[src/rtl/am_handler_pkg.sv]
// am_handler_pkg: header field positions and dispatcher FSM states shared by the GAScore handler dispatch path
package am_handler_pkg;
   localparam int HDR_DEST_HI    = 39;
   localparam int HDR_DEST_LO    = 24;
   localparam int HDR_HANDLER_HI = 59;
   localparam int HDR_HANDLER_LO = 56;
   typedef enum logic [1:0] {HEADER, FWD, EMPTY, DROP} state_t;
endpackage

[src/rtl/am_out_stage.sv]
// am_out_stage: single-entry registered output stage with one-hot per-port valid decode
module am_out_stage
   import am_handler_pkg::*;
#(
   parameter int NUM_KERNELS  = 2,
   parameter int DATA_WIDTH   = 64,
   parameter int KERNEL_WIDTH = 1
) (
   input  logic                    clock,
   input  logic                    reset_n,
   input  logic                    load,
   input  logic [DATA_WIDTH-1:0]   ld_data,
   input  logic                    ld_last,
   input  logic [3:0]              ld_handler,
   input  logic [KERNEL_WIDTH-1:0] ld_sel,
   input  logic [NUM_KERNELS-1:0]  m_axis_tready,
   output logic [DATA_WIDTH-1:0]   m_axis_tdata,
   output logic                    m_axis_tlast,
   output logic [3:0]              m_axis_handler,
   output logic [NUM_KERNELS-1:0]  m_axis_tvalid,
   output logic                    load_ok,
   output logic                    pop
);
   localparam int PW = 1 << KERNEL_WIDTH;
   logic [DATA_WIDTH-1:0]   data_q, data_d;
   logic                    last_q, last_d, valid_q, valid_d;
   logic [3:0]              handler_q, handler_d;
   logic [KERNEL_WIDTH-1:0] sel_q, sel_d;
   logic [PW-1:0]           rdy_ext;
   assign rdy_ext        = PW'(m_axis_tready);
   assign pop            = valid_q & rdy_ext[sel_q];
   assign load_ok        = !valid_q | rdy_ext[sel_q];
   assign m_axis_tdata   = data_q;
   assign m_axis_tlast   = last_q;
   assign m_axis_handler = handler_q;
   // Load replaces the held beat; otherwise it stays until its port accepts it
   always_comb begin
      data_d    = load ? ld_data : data_q;
      last_d    = load ? ld_last : last_q;
      handler_d = load ? ld_handler : handler_q;
      sel_d     = load ? ld_sel : sel_q;
      valid_d   = load | (valid_q & !rdy_ext[sel_q]);
   end
   // Stage registers
   always_ff @(posedge clock or negedge reset_n) begin
      if (!reset_n) begin
         data_q    <= '0;
         last_q    <= 1'b0;
         handler_q <= '0;
         sel_q     <= '0;
         valid_q   <= 1'b0;
      end else begin
         data_q    <= data_d;
         last_q    <= last_d;
         handler_q <= handler_d;
         sel_q     <= sel_d;
         valid_q   <= valid_d;
      end
   end
   // Only the selected port sees valid
   always_comb begin
      m_axis_tvalid = '0;
      for (int k = 0; k < NUM_KERNELS; k++) m_axis_tvalid[k] = valid_q && (sel_q == KERNEL_WIDTH'(k));
   end
endmodule

[src/rtl/am_handler_dispatch.sv]
// am_handler_dispatch: decodes the AM header, routes payload to a kernel port, drops out-of-range packets
module am_handler_dispatch
   import am_handler_pkg::*;
#(
   parameter int NUM_KERNELS = 2,
   parameter int DATA_WIDTH  = 64
) (
   input  logic                   clock,
   input  logic                   reset_n,
   input  logic [15:0]            address_offset,
   input  logic [DATA_WIDTH-1:0]  s_axis_tdata,
   input  logic                   s_axis_tlast,
   input  logic                   s_axis_tvalid,
   output logic                   s_axis_tready,
   output logic [DATA_WIDTH-1:0]  m_axis_tdata,
   output logic                   m_axis_tlast,
   output logic [3:0]             m_axis_handler,
   output logic [NUM_KERNELS-1:0] m_axis_tvalid,
   input  logic [NUM_KERNELS-1:0] m_axis_tready,
   output logic [15:0]            drop_count,
   output logic [15:0]            pkt_count
);
   localparam int KERNEL_WIDTH = (NUM_KERNELS == 1) ? 1 : $clog2(NUM_KERNELS);
   state_t                  state_q, state_d;
   logic [KERNEL_WIDTH-1:0] idx_q, idx_d;
   logic [3:0]              handler_q, handler_d;
   logic [15:0]             drop_q, drop_d, pkt_q, pkt_d, dest_off;
   logic                    in_rdy, load, ld_last, load_ok, pop, in_range;
   logic [DATA_WIDTH-1:0]   ld_data;
   assign dest_off      = s_axis_tdata[HDR_DEST_HI:HDR_DEST_LO] - address_offset;
   assign in_range      = dest_off < 16'(NUM_KERNELS);
   assign s_axis_tready = in_rdy & reset_n;
   assign drop_count    = drop_q;
   assign pkt_count     = pkt_q;
   // Packet FSM: header decode, payload forwarding, synthesised tail, discard
   always_comb begin
      state_d   = state_q;
      idx_d     = idx_q;
      handler_d = handler_q;
      drop_d    = drop_q;
      in_rdy    = 1'b0;
      load      = 1'b0;
      ld_data   = s_axis_tdata;
      ld_last   = s_axis_tlast;
      case (state_q)
         HEADER: begin
            in_rdy = 1'b1;
            if (s_axis_tvalid) begin
               handler_d = s_axis_tdata[HDR_HANDLER_HI:HDR_HANDLER_LO];
               idx_d     = dest_off[KERNEL_WIDTH-1:0];
               if (!in_range) begin
                  drop_d  = (drop_q == 16'hFFFF) ? drop_q : drop_q + 16'd1;
                  state_d = s_axis_tlast ? HEADER : DROP;
               end else begin
                  state_d = s_axis_tlast ? EMPTY : FWD;
               end
            end
         end
         FWD: begin
            in_rdy = load_ok;
            load   = s_axis_tvalid & load_ok;
            if (load && s_axis_tlast) state_d = HEADER;
         end
         EMPTY: begin
            load    = load_ok;
            ld_data = '0;
            ld_last = 1'b1;
            if (load_ok) state_d = HEADER;
         end
         default: begin
            in_rdy = 1'b1;
            if (s_axis_tvalid && s_axis_tlast) state_d = HEADER;
         end
      endcase
      pkt_d = (pop && m_axis_tlast) ? pkt_q + 16'd1 : pkt_q;
   end
   // FSM, latched header fields and counters
   always_ff @(posedge clock or negedge reset_n) begin
      if (!reset_n) begin
         state_q   <= HEADER;
         idx_q     <= '0;
         handler_q <= '0;
         drop_q    <= '0;
         pkt_q     <= '0;
      end else begin
         state_q   <= state_d;
         idx_q     <= idx_d;
         handler_q <= handler_d;
         drop_q    <= drop_d;
         pkt_q     <= pkt_d;
      end
   end
   am_out_stage #(
      .NUM_KERNELS (NUM_KERNELS),
      .DATA_WIDTH  (DATA_WIDTH),
      .KERNEL_WIDTH(KERNEL_WIDTH)
   ) u_out (
      .clock         (clock),
      .reset_n       (reset_n),
      .load          (load),
      .ld_data       (ld_data),
      .ld_last       (ld_last),
      .ld_handler    (handler_q),
      .ld_sel        (idx_q),
      .m_axis_tready (m_axis_tready),
      .m_axis_tdata  (m_axis_tdata),
      .m_axis_tlast  (m_axis_tlast),
      .m_axis_handler(m_axis_handler),
      .m_axis_tvalid (m_axis_tvalid),
      .load_ok       (load_ok),
      .pop           (pop)
   );
endmodule
[config.mk]
export PLATFORM = sky130hd
export DESIGN_NAME = am_handler_dispatch
export DESIGN_NICKNAME = d
export VERILOG_FILES = /design/src/rtl/am_handler_pkg.sv /design/src/rtl/am_out_stage.sv /design/src/rtl/am_handler_dispatch.sv
export SDC_FILE = /design/constraint.sdc
export NUM_CORES = 1
export LEC_CHECK = 0
export ABC_AREA = 1
export CORE_MARGIN = 3
export CORE_UTILIZATION = 44
export CTS_BUF_LIST = sky130_fd_sc_hd__clkbuf_8
export CTS_CLUSTER_DIAMETER = 150
export DETAILED_ROUTE_END_ITERATION = 8
export PLACE_DENSITY = 0.79
export SYNTH_ARGS = -nofsm -noshare
export SYNTH_HDL_FRONTEND = slang
export SYNTH_SLANG_ARGS = --single-unit
export TNS_END_PERCENT = 100
[constraint.sdc]
create_clock -name clock -period 1.65 [get_ports clock]
set_input_delay 0.33 -clock clock [delete_from_list [all_inputs] [get_ports clock]]
set_output_delay 0.33 -clock clock [all_outputs]
set_load 0.05 [all_outputs]
**After elaboration in Yosys (flattened, before gate mapping)**

Cells that the tools add are included.

- Output and inout bits: 104
- Logic and storage cells: 56
- Input port bits: 86
- Register bits: 110

- Equality and inequality tests: 6
- Bitwise gates (word level): 9
- Mux-type cells: 14
- Magnitude comparators: 2
- Reduce and logical (&&, ||, !) cells: 12
- $add $sub $neg: 3

Operator list:

| cell | number |
|---|---|
| 64-bit two-way mux | 1 |
| 16-bit by 1-bit adder with 16-bit output (second input constant) | 2 |
| 16-bit == test (second input constant) | 1 |
| 16-bit by 2-bit less-than comparator with 1-bit output (second input constant) | 1 |
| 16-bit subtractor | 1 |
| 2-bit two-way mux | 7 |
| 4-bit AND reduction | 2 |
| 2-bit inequality test (second input constant) | 3 |
| 2-bit one-hot mux with 3 select lines | 1 |
| 1-bit logical AND | 5 |
| 1-bit AND | 4 |
| 1-bit one-hot mux with 2 select lines | 2 |
| 4-bit nonzero test | 1 |
| 1-bit two-way mux | 3 |
| 1-bit inverter | 3 |
| 2-bit by 1-bit == test with 1-bit output (second input constant) | 1 |
| 2-bit == test (second input constant) | 1 |
| 1-bit logical NOT | 2 |
| 2-bit logical NOT | 1 |
| 1-bit by 2-bit less-than comparator with 1-bit output (second input constant) | 1 |
| 1-bit OR | 2 |
| 2-bit AND reduction | 1 |

**Logic depth before layout (Yosys ltp)**

Gate-level depths: netlist of run 1.

- Word-level depth: 7
- Mapped depth: 21
- Depth with buffers taken out: 19

**Hierarchy**

Synthesis of run 1 repeated with hierarchy kept, for this count alone.

- Cell total of the unflattened synthesis: 881
- Area, all modules: 6,431.2 µm²

Modules (own cells, without submodules):

| module | cells an instance | area an instance (µm²) | seq. area each (µm²) | times used |
|---|---|---|---|---|
| am_handler_dispatch | 575 | 3,677.3 | 975.9 | 1 |
| am_out_stage | 306 | 2,753.9 | 1,776.7 | 1 |

**Least setup slack after synthesis of run 1**

OpenSTA, ideal clock, no wires.

- Path type: input -> register
- Start point: input s_axis_tdata[24]
- End point: register state_q[1]
- Path buffers: 1
- Setup time: 0.096 ns
- Required time: 1.554 ns
- Setup slack: -0.900 ns
- Data arrival time: 2.454 ns
- Cell stages on the path: 18
- Cell sequence: inv_1 -> ha_1 -> fa_1 -> inv_1 -> nand2_1 -> nand2_1 -> nand3_1 -> nand2_1 -> nand2_1 -> nand2_1 -> nand2_1 -> nor2_2 -> nand2_2 -> nor2_4 -> nand3_4 -> buf_2 -> ha_1 -> o31ai_1

- Cells in the longest elaborated chain, start to end: 5

Ends and longest elaborated chain:

| element | line | text |
|---|---|---|
| from (decl) | am_handler_dispatch.sv:11 | `input logic [DATA_WIDTH-1:0] s_axis_tdata,` |
| 16-bit subtractor | am_handler_dispatch.sv:30 | `assign dest_off = s_axis_tdata[HDR_DEST_HI:HDR_DEST_LO] - address_offset;` |
| 16-bit by 2-bit less-than comparator with 1-bit output | am_handler_dispatch.sv:31 | `assign in_range = dest_off < 16'(NUM_KERNELS);` |
| 2-bit two-way mux | am_handler_dispatch.sv:51 | `if (!in_range) begin` |
| 2-bit two-way mux | am_handler_dispatch.sv:48 | `if (s_axis_tvalid) begin` |
| 2-bit one-hot mux with 3 select lines | am_handler_dispatch.sv:45 | `case (state_q)` |
| to (signal assigned) | am_handler_dispatch.sv:86 | `state_q <= state_d;` |
| to (decl) | am_handler_dispatch.sv:24 | `state_t state_q, state_d;` |

Every way passes these cells. The select of a mux whose other input is x is not followed.
A chain may end at the register's enable or synchronous reset.

**Worst setup path after layout of run 1**

- Start point: input address_offset[14]
- End point: register drop_q[12] (netlist: drop_count[12])

- Cells in the longest elaborated chain, start to end: 4

Ends and longest elaborated chain:

| element | line | text |
|---|---|---|
| from (decl) | am_handler_dispatch.sv:10 | `input logic [15:0] address_offset,` |
| 16-bit subtractor | am_handler_dispatch.sv:30 |  |
| 16-bit by 2-bit less-than comparator with 1-bit output | am_handler_dispatch.sv:31 |  |
| 1-bit inverter (no line) | - |  |
| 4-bit AND reduction (no line) | - |  |
| to (signal assigned) | am_handler_dispatch.sv:89 | `drop_q <= drop_d;` |
| to (decl) | am_handler_dispatch.sv:27 | `logic [15:0] drop_q, drop_d, pkt_q, pkt_d, dest_off;` |

Every way passes these cells.

==> qor.csv, run 1 <==
stage;metric;value;unit
run_status;status;complete, but fails checks;
run_status;violated checks;setup timing;
clocking;CTS Sinks;110;
sta;period utilisation layout;125;%
sta;Worst slew margin;61.0;%
clocking;Root Buffer Master;clkbuf_8;
setup_path;worst path required time;1950;ps
power;total power;0.0151;W
clocking;Max Root-Sink Buffers;2;
placement;Post-Place Worst Slack;-1400;ps
routing;via/cell ratio;5.01;
global_routing;vias in the first global route;6255;
floorplan;Starting Density;45.2;%
floorplan;Die Wd;123;um
logic_synthesis;sequential area share after synthesis;45.8;%
layout;layout cell share with drive strength beyond 1;39.6;%
routing;DR pass1 iterations;5;
logic_synthesis;top cells by area, synth;dfrtp_1 46%, nand2_1 17%, o21ai_0 5.9%;
layout;most frequent cells in the layout;223 x nand2_1, 153 x buf_4, 102 x dfrtp_1;
global_routing;wire length of the first global-routing pass;30800;um
placement;IO buf count;189;
setup_path;Max stage delay on crit path;450;ps
power;Net Sw Frac;48.3;%
sta;unrepaired setup endpoints after global routing;true;
power;PwrDens;1510;mW/mm^2
placement;DP Area;0.00874;mm^2
global_routing;GR Overflow Total;0;
placement;dpl hpwl;12000;um
setup_path;most frequent CP cell;nand2_1;
layout;post-route cell area;0.0100;mm^2
routing;Final ANT Viol Nets;0;
clocking;H-tree levels;3;
routing;via count of the routed design;6174;
layout;Final Core Density;75.6;%
setup_path;worst-path cell with the longest stage delay;clkdlybuf4s50_1;
logic_synthesis;post-synth top area share;45.8;%
setup_path;R2R Path End;drop_count[14];
logic_synthesis;Top FF cell, synth;dfrtp_1;
placement;routability cong.;0.885;
layout;Final #Nets;1161;
layout;area added between synthesis and finish;67.2;%
global_routing;largest net degree at the start of global routing;111;
run;Max Cap Viol;0;
hold_path;Worst Hold Class;in2async;
setup_path;Reg2Reg Setup Slack;-210;ps
logic_synthesis;Post-synth EDFFs;0;
routing;DR DRC count;0;
power;Max VDD drop;1.25;mV
clocking;Skew-Pair Late Insertion Delay;400;ps
clocking;hold_buf cts;0;
setup_path;critical path arrival;2360;ps
clocking;Num CTS Buffers;9;
logic_synthesis;Post-synth ARST share;100;%
routing;Avg WL per Cell;15.7;um
global_routing;initial antenna violation count;0;
sta;Slew @ Worst Pin;584;ps
clocking;TritonCTS clock tree;yes;
floorplan;Rows;42;
logic_synthesis;Synthesis Warnings;0;
layout;ant diodes;0;
layout;most common cell after layout, fill and taps aside;nand2_1;
setup_path;worst r2r path cells;9;
logic_synthesis;Syn Nets;885;
power;P_int;0.00783;W
global_routing;GRT Util Overall;25.9;%
setup_path;CP Class;in2reg;
setup_path;Max FO, Critical Path;7;
sta;Final Slew Violations;0;
routing;Iter 0 DRT Violations;376;
setup_path;Startpoint Class;input port;
power;Seq pwr share;27.7;%
logic_synthesis;flops & latches, synth;110;
sta;Final WS setup;-412;ps
setup_path;ordered list of cells on the worst path;clkdlybuf4s50_1 -> inv_1 -> ha_4 -> a21oi_2 -> o21ai_1 -> a21oi_2 -> nand2_1 -> nand2_1 -> nand2_2 -> nor2_4 -> nand3_4 -> bufbuf_16 -> nand3_1 -> nand2_1;
power;combinational share of power;61.8;%
logic_synthesis;leading area contributor after synthesis;dfrtp_1;
clocking;clock transition at the registers of the reported paths;110;ps
sta;Final Hold Vio Count;0;
power;switching power;0.00732;W
power;Clk pwr share;10.6;%
layout;number of fill cells in the layout;920;
sta;final setup vio count;86;
logic_synthesis;gate count of the mapped netlist;776;
sta;FMAX;0.485;GHz
setup_path;reg-to-reg critical path startpoint;drop_count[0];
logic_synthesis;syn avg cell area;7.74;um^2
floorplan;Die Y;123;um
routing;Post-Route WL;19400;um
setup_path;Worst Setup End Kind;register;
floorplan;I/O pin total;190;
floorplan;Placeable Area;0.0133;mm^2
sta;Layout Skew;19.1;ps
logic_synthesis;Synth Cell Area;0.00601;mm^2
layout;area of the multi-input gates;0.00353;mm^2
sta;post-layout min period;2060;ps
power;Pleak;5.12;nW
layout;FF+latch area;0.00276;mm^2
floorplan;die area;0.0151;mm^2
logic_synthesis;post-synthesis cell type count;38;
sequential cells by signal (all words and copies together), names as in the netlist:
register,flops
idx_q,1
u_out.m_axis_tdata,64
pkt_count,16
u_out.sel_q,1
u_out.m_axis_handler,4
u_out.m_axis_tlast,1
state_q,2
u_out.valid_q,1
handler_q,4
drop_count,16
synthesized netlist by cell type (9+ instances only):
| master | n |
|---|---|
| o21ai_0 | 71 |
| xor2_1 | 20 |
| dfrtp_1 | 110 |
| nand2_2 | 17 |
| a21oi_1 | 9 |
| inv_1 | 83 |
| nand3_1 | 47 |
| clkbuf_1 | 15 |
| nand4_1 | 10 |
| xnor2_1 | 11 |
| ha_1 | 22 |
| nand2_1 | 277 |
| nor2_1 | 31 |
how the worst max path moves through the flow:
stage | from | end | slack [ps] | cells after the start
6_report | address_offset[14] | drop_count[12] | -410 | 14
5_1_grt | s_axis_tdata[24] | drop_count[3] | -510 | 16
4_1_cts | s_axis_tdata[24] | drop_count[2] | -340 | 16
3_5_place_dp | s_axis_tdata[24] | drop_count[3] | -1400 | 17
3_3_place_gp | s_axis_tdata[24] | drop_count[1] | -1370 | 17
2_1_floorplan | s_axis_tdata[24] | state_q[1] | -790 | 18
cell families (layout without fill, tap and decap cells):
family                     after synthesis  in the layout  synth area share, %
adders and majority gates               23             23                 4.91
DFF                                    110            110                 45.8
xor gates and xnor gates                31             31                 4.52
and+or+nand+nor                        405            407                 29.0
buffers and inverters                  116            395                 7.64
muxes                                    1              1                0.187
AOI/OAI and AO/OA                       90             90                 7.95
layout make-up:
cell class	instances	area share (%)
flip-flops and latches	110	27.5
multi-input cells	552	35.2
repair buffers	288	29.8
clock buffers	11	1.51
well taps	176	2.19
inverters	91	3.55
clock inverters	5	0.324
power by group through the flow:
stage / Sequential (W) / Clock [W] / Combinational, W
final: 0.00419 / 0.00160 / 0.00936
after global routing: 0.00429 / 0.00175 / 0.00997
after CTS: 0.00417 / 0.00164 / 0.00923
after detailed placement: 0.00417 / 0 / 0.00789
after global placement: 0.00416 / 0 / 0.00776
after floorplan: 0.00688 / 0 / 0.00217
repair_timing:
| item | in CTS | in global routing |
|---|---|---|
| endpoints found under the setup margin | 26 | 96 |
| cloned | 12 | 0 |
| gates resized for setup | 222 | 45 |
| setup buffers | 12 | 3 |
| pin swaps | 69 | 25 |
critical path: cells and delay by family:
family | cells | cell delay, ps
adder cells (fa/ha/maj) | 1 | 230
buffers and inverters | 3 | 810
AO/OA/AOI/OAI | 3 | 380
AND/OR/NAND/NOR | 7 | 580
per-layer routing:
| layer | up-vias | wire length, um | global-route usage (%) | part of all wire (%) |
|---|---|---|---|---|
| met5 | - | 0 | 0 | 0 |
| met4 | 0 | 451 | 9.45 | 2.3 |
| met3 | 35 | 1290 | 5.16 | 6.6 |
| met2 | 209 | 9670 | 44.7 | 50 |
| met1 | 2920 | 8000 | 32.2 | 41 |
| li1 | 3010 | - | - | - |
metrics by stage:
| step | hold slack (ps) | setup TNS, ps | cells |
|---|---|---|---|
| floorplan | 34.4 | -9580 | 776 |
| global placement | 464 | -32610 | 1190 |
| detailed placement | 468 | -36040 | 1190 |
| CTS | 49.6 | -9450 | 1230 |
| global route | 62.2 | -21750 | 1233 |
| finish | 36.0 | -12300 | 1233 |
Power figures use the tool's default switching activity.
==> run 2: changes to the inputs <==
Settings changed: CELL_PAD_IN_SITES_DETAIL_PLACEMENT set to 0, CELL_PAD_IN_SITES_GLOBAL_PLACEMENT set to 1, CORE_UTILIZATION 44 to 31, PLACE_DENSITY 0.79 to unset, PLACE_DENSITY_LB_ADDON set to 0.1.
==> run 2 against run 1 <==
Net effect:
- register-to-register slack got worse by 20 ps
- the flow still finishes with violations (setup timing)
- critical endpoint is now drop_count[6]
- sequential share of layout area fell by 2.3 points
- fmax rose by 0.32%
==> qor.csv, run 2 (same netlist as run 1, synthesis figures left out) <==
stage;metric;value;unit;change
run_status;status;complete, but fails checks;;unchanged
run_status;violated checks;setup timing;;unchanged
routing;met2 routed WL;9480;um;was 9670 um
power;Max VDD drop;0.963;mV;was 1.25 mV
global_routing;wire length of the first global-routing pass;31000;um;was 30800 um
sta;Final Hold Vio Count;0;;unchanged
placement;DP Cell Count;1292;;was 1190
layout;Non-Filler Instances;1346;;was 1233
run;Max Cap Viol;0;;unchanged
clocking;Root Buffer Master;clkbuf_8;;unchanged
layout;most frequent cells in the layout;180 x nand2_1, 164 x buf_4, 102 x dfrtp_1;;was 223 x nand2_1, 153 x buf_4, 102 x dfrtp_1
sta;post-layout min period;2060;ps;about the same
setup_path;Worst Setup End Kind;register;;unchanged
global_routing;initial antenna violation count;0;;unchanged
placement;routability cong.;0.823;;was 0.885
placement;DP Area;0.00897;mm^2;was 0.00874 mm^2
floorplan;die area;0.0211;mm^2;was 0.0151 mm^2
routing;Avg WL per Cell;14.9;um;was 15.7 um
layout;Largest register FFs;64;;unchanged
floorplan;Die Y;145;um;was 123 um
sta;Worst slew margin;58.5;%;was 61.0%
routing;DR top layer;met4;;unchanged
routing;via count of the routed design;6074;;was 6174
setup_path;critical path arrival;2340;ps;was 2360 ps
routing;Final ANT Viol Nets;0;;unchanged
clocking;TritonCTS clock tree;yes;;unchanged
routing;Post-Route WL;20100;um;was 19400 um
sta;Slew @ Worst Pin;623;ps;was 584 ps
setup_path;CP Class;in2reg;;unchanged
layout;layout cell share with drive strength beyond 1;48.9;%;was 39.6%
hold_path;Worst Hold Class;in2async;;unchanged
global_routing;GRT Util Overall;17.9;%;was 25.9%
routing;via/cell ratio;4.51;;was 5.01
floorplan;Rows;50;;was 42
layout;ant diodes;0;;unchanged
routing;DR pass1 iterations;4;;was 5
clocking;Num CTS Buffers;9;;unchanged
setup_path;worst path required time;1940;ps;was 1950 ps
routing;DR DRC count;0;;unchanged
global_routing;largest net degree at the start of global routing;111;;unchanged
sta;period utilisation layout;125;%;about the same
sta;Final WS setup;-405;ps;was -412 ps
routing;Iter 0 DRT Violations;211;;was 376
setup_path;Max FO, Critical Path;6;;was 7
layout;Final #Nets;1190;;was 1161
routing;M1 wire length;9760;um;was 8000 um
layout;area added between synthesis and finish;82.4;%;was 67.2%
placement;IO buf count;189;;unchanged
layout;number of fill cells in the layout;1776;;was 920
power;Pleak;5.37;nW;was 5.12 nW
power;PwrDens;1520;mW/mm^2;was 1510 mW/mm^2
floorplan;Placeable Area;0.0189;mm^2;was 0.0133 mm^2
sta;Layout Skew;13.9;ps;was 19.1 ps
floorplan;I/O pin total;190;;unchanged
setup_path;Startpoint Class;input port;;unchanged
routing;met3 wire len;687;um;was 1290 um
clocking;clock transition at the registers of the reported paths;130;ps;was 110 ps
layout;Final Core Density;58.0;%;was 75.6%
placement;Post-Place Worst Slack;-1430;ps;was -1400 ps
floorplan;Starting Density;31.8;%;was 45.2%
placement;dpl hpwl;13300;um;was 12000 um
sta;Final Slew Violations;0;;unchanged
layout;most common cell after layout, fill and taps aside;nand2_1;;unchanged
floorplan;Die Wd;145;um;was 123 um
sta;unrepaired setup endpoints after global routing;true;;unchanged
sta;final setup vio count;93;;was 86
sta;FMAX;0.487;GHz;was 0.485 GHz
clocking;Skew-Pair Late Insertion Delay;390;ps;was 400 ps
clocking;Max Root-Sink Buffers;2;;unchanged
global_routing;vias in the first global route;5861;;was 6255
layout;post-route cell area;0.0110;mm^2;was 0.0100 mm^2
global_routing;GR Overflow Total;0;;unchanged
clocking;H-tree levels;3;;unchanged
clocking;CTS Sinks;110;;unchanged
-- run 2: power breakdown --
group	internal [W]	total [W]	switching (W)
combinational	0.00423	0.0106	0.00635
sequential	0.00361	0.00437	0.000766
clock	0.000598	0.00171	0.00111
total	0.00844	0.0167	0.00823
-- run 2: per-stage QoR --
stage          TNS [ps]  hold slack, ps  power, W
2_1_floorplan     -9580            34.4   0.00905
3_3_place_gp     -39550             460    0.0121
3_5_place_dp     -40700             458    0.0121
4_1_cts           -9530            45.8    0.0146
5_1_grt          -20600            66.0    0.0176
6_report         -14570            4.37    0.0167
-- run 2: final timing paths --
kind,start,to,slack [ps],depth (start not counted)
max in group asynchronous,reset_n,drop_count[0],1130,2
worst min-delay path,reset_n,u_out.m_axis_tdata[16],4,2
min in group clock,s_axis_tdata[26],u_out.m_axis_tdata[26],210,3
worst max register to register,drop_count[1],drop_count[5],-230,10
worst min register to register,pkt_count[15],pkt_count[15],480,1
worst max-delay path,s_axis_tdata[24],drop_count[6],-410,17
-- run 2: layout make-up --
type	instances	area (um^2)	area share, %
clock inverter	7	77.6	0.708
multi-input combinational	554	4020	36.6
tap	260	325	2.97
inverter	91	362	3.30
clock buffer	9	124	1.13
sequential	110	2760	25.2
timing repair buffer	315	3300	30.1
-- run 2: timing repair --
action                     CTS  global route
hold buffers                 0             0
pin swaps                   64            36
gates cloned                 5            13
buffers inserted             7            14
gates resized for setup    199           228
setup endpoints to repair   31            94
-- run 2: metal layers --
layer | global-route usage, % | vias to the layer above
met1 | 24.9 | 2868
met4 | 3.47 | 0
met2 | 29.2 | 120
li1 | - | 3073
met3 | 3.31 | 13
met5 | 0 | -
-- run 2: worst max-delay path, cell delays in order --
cell     delay (ps)
buf_8            90
inv_12           30
ha_4            150
fa_2            560
inv_2            40
nor2_2           70
nand3_1          70
nor2_1          110
nand2_1          70
nor2_2          100
nand2_2          70
nor2_4          100
nand3_4         120
buf_12          170
buf_12          140
nand3_2          50
nand2_1          50
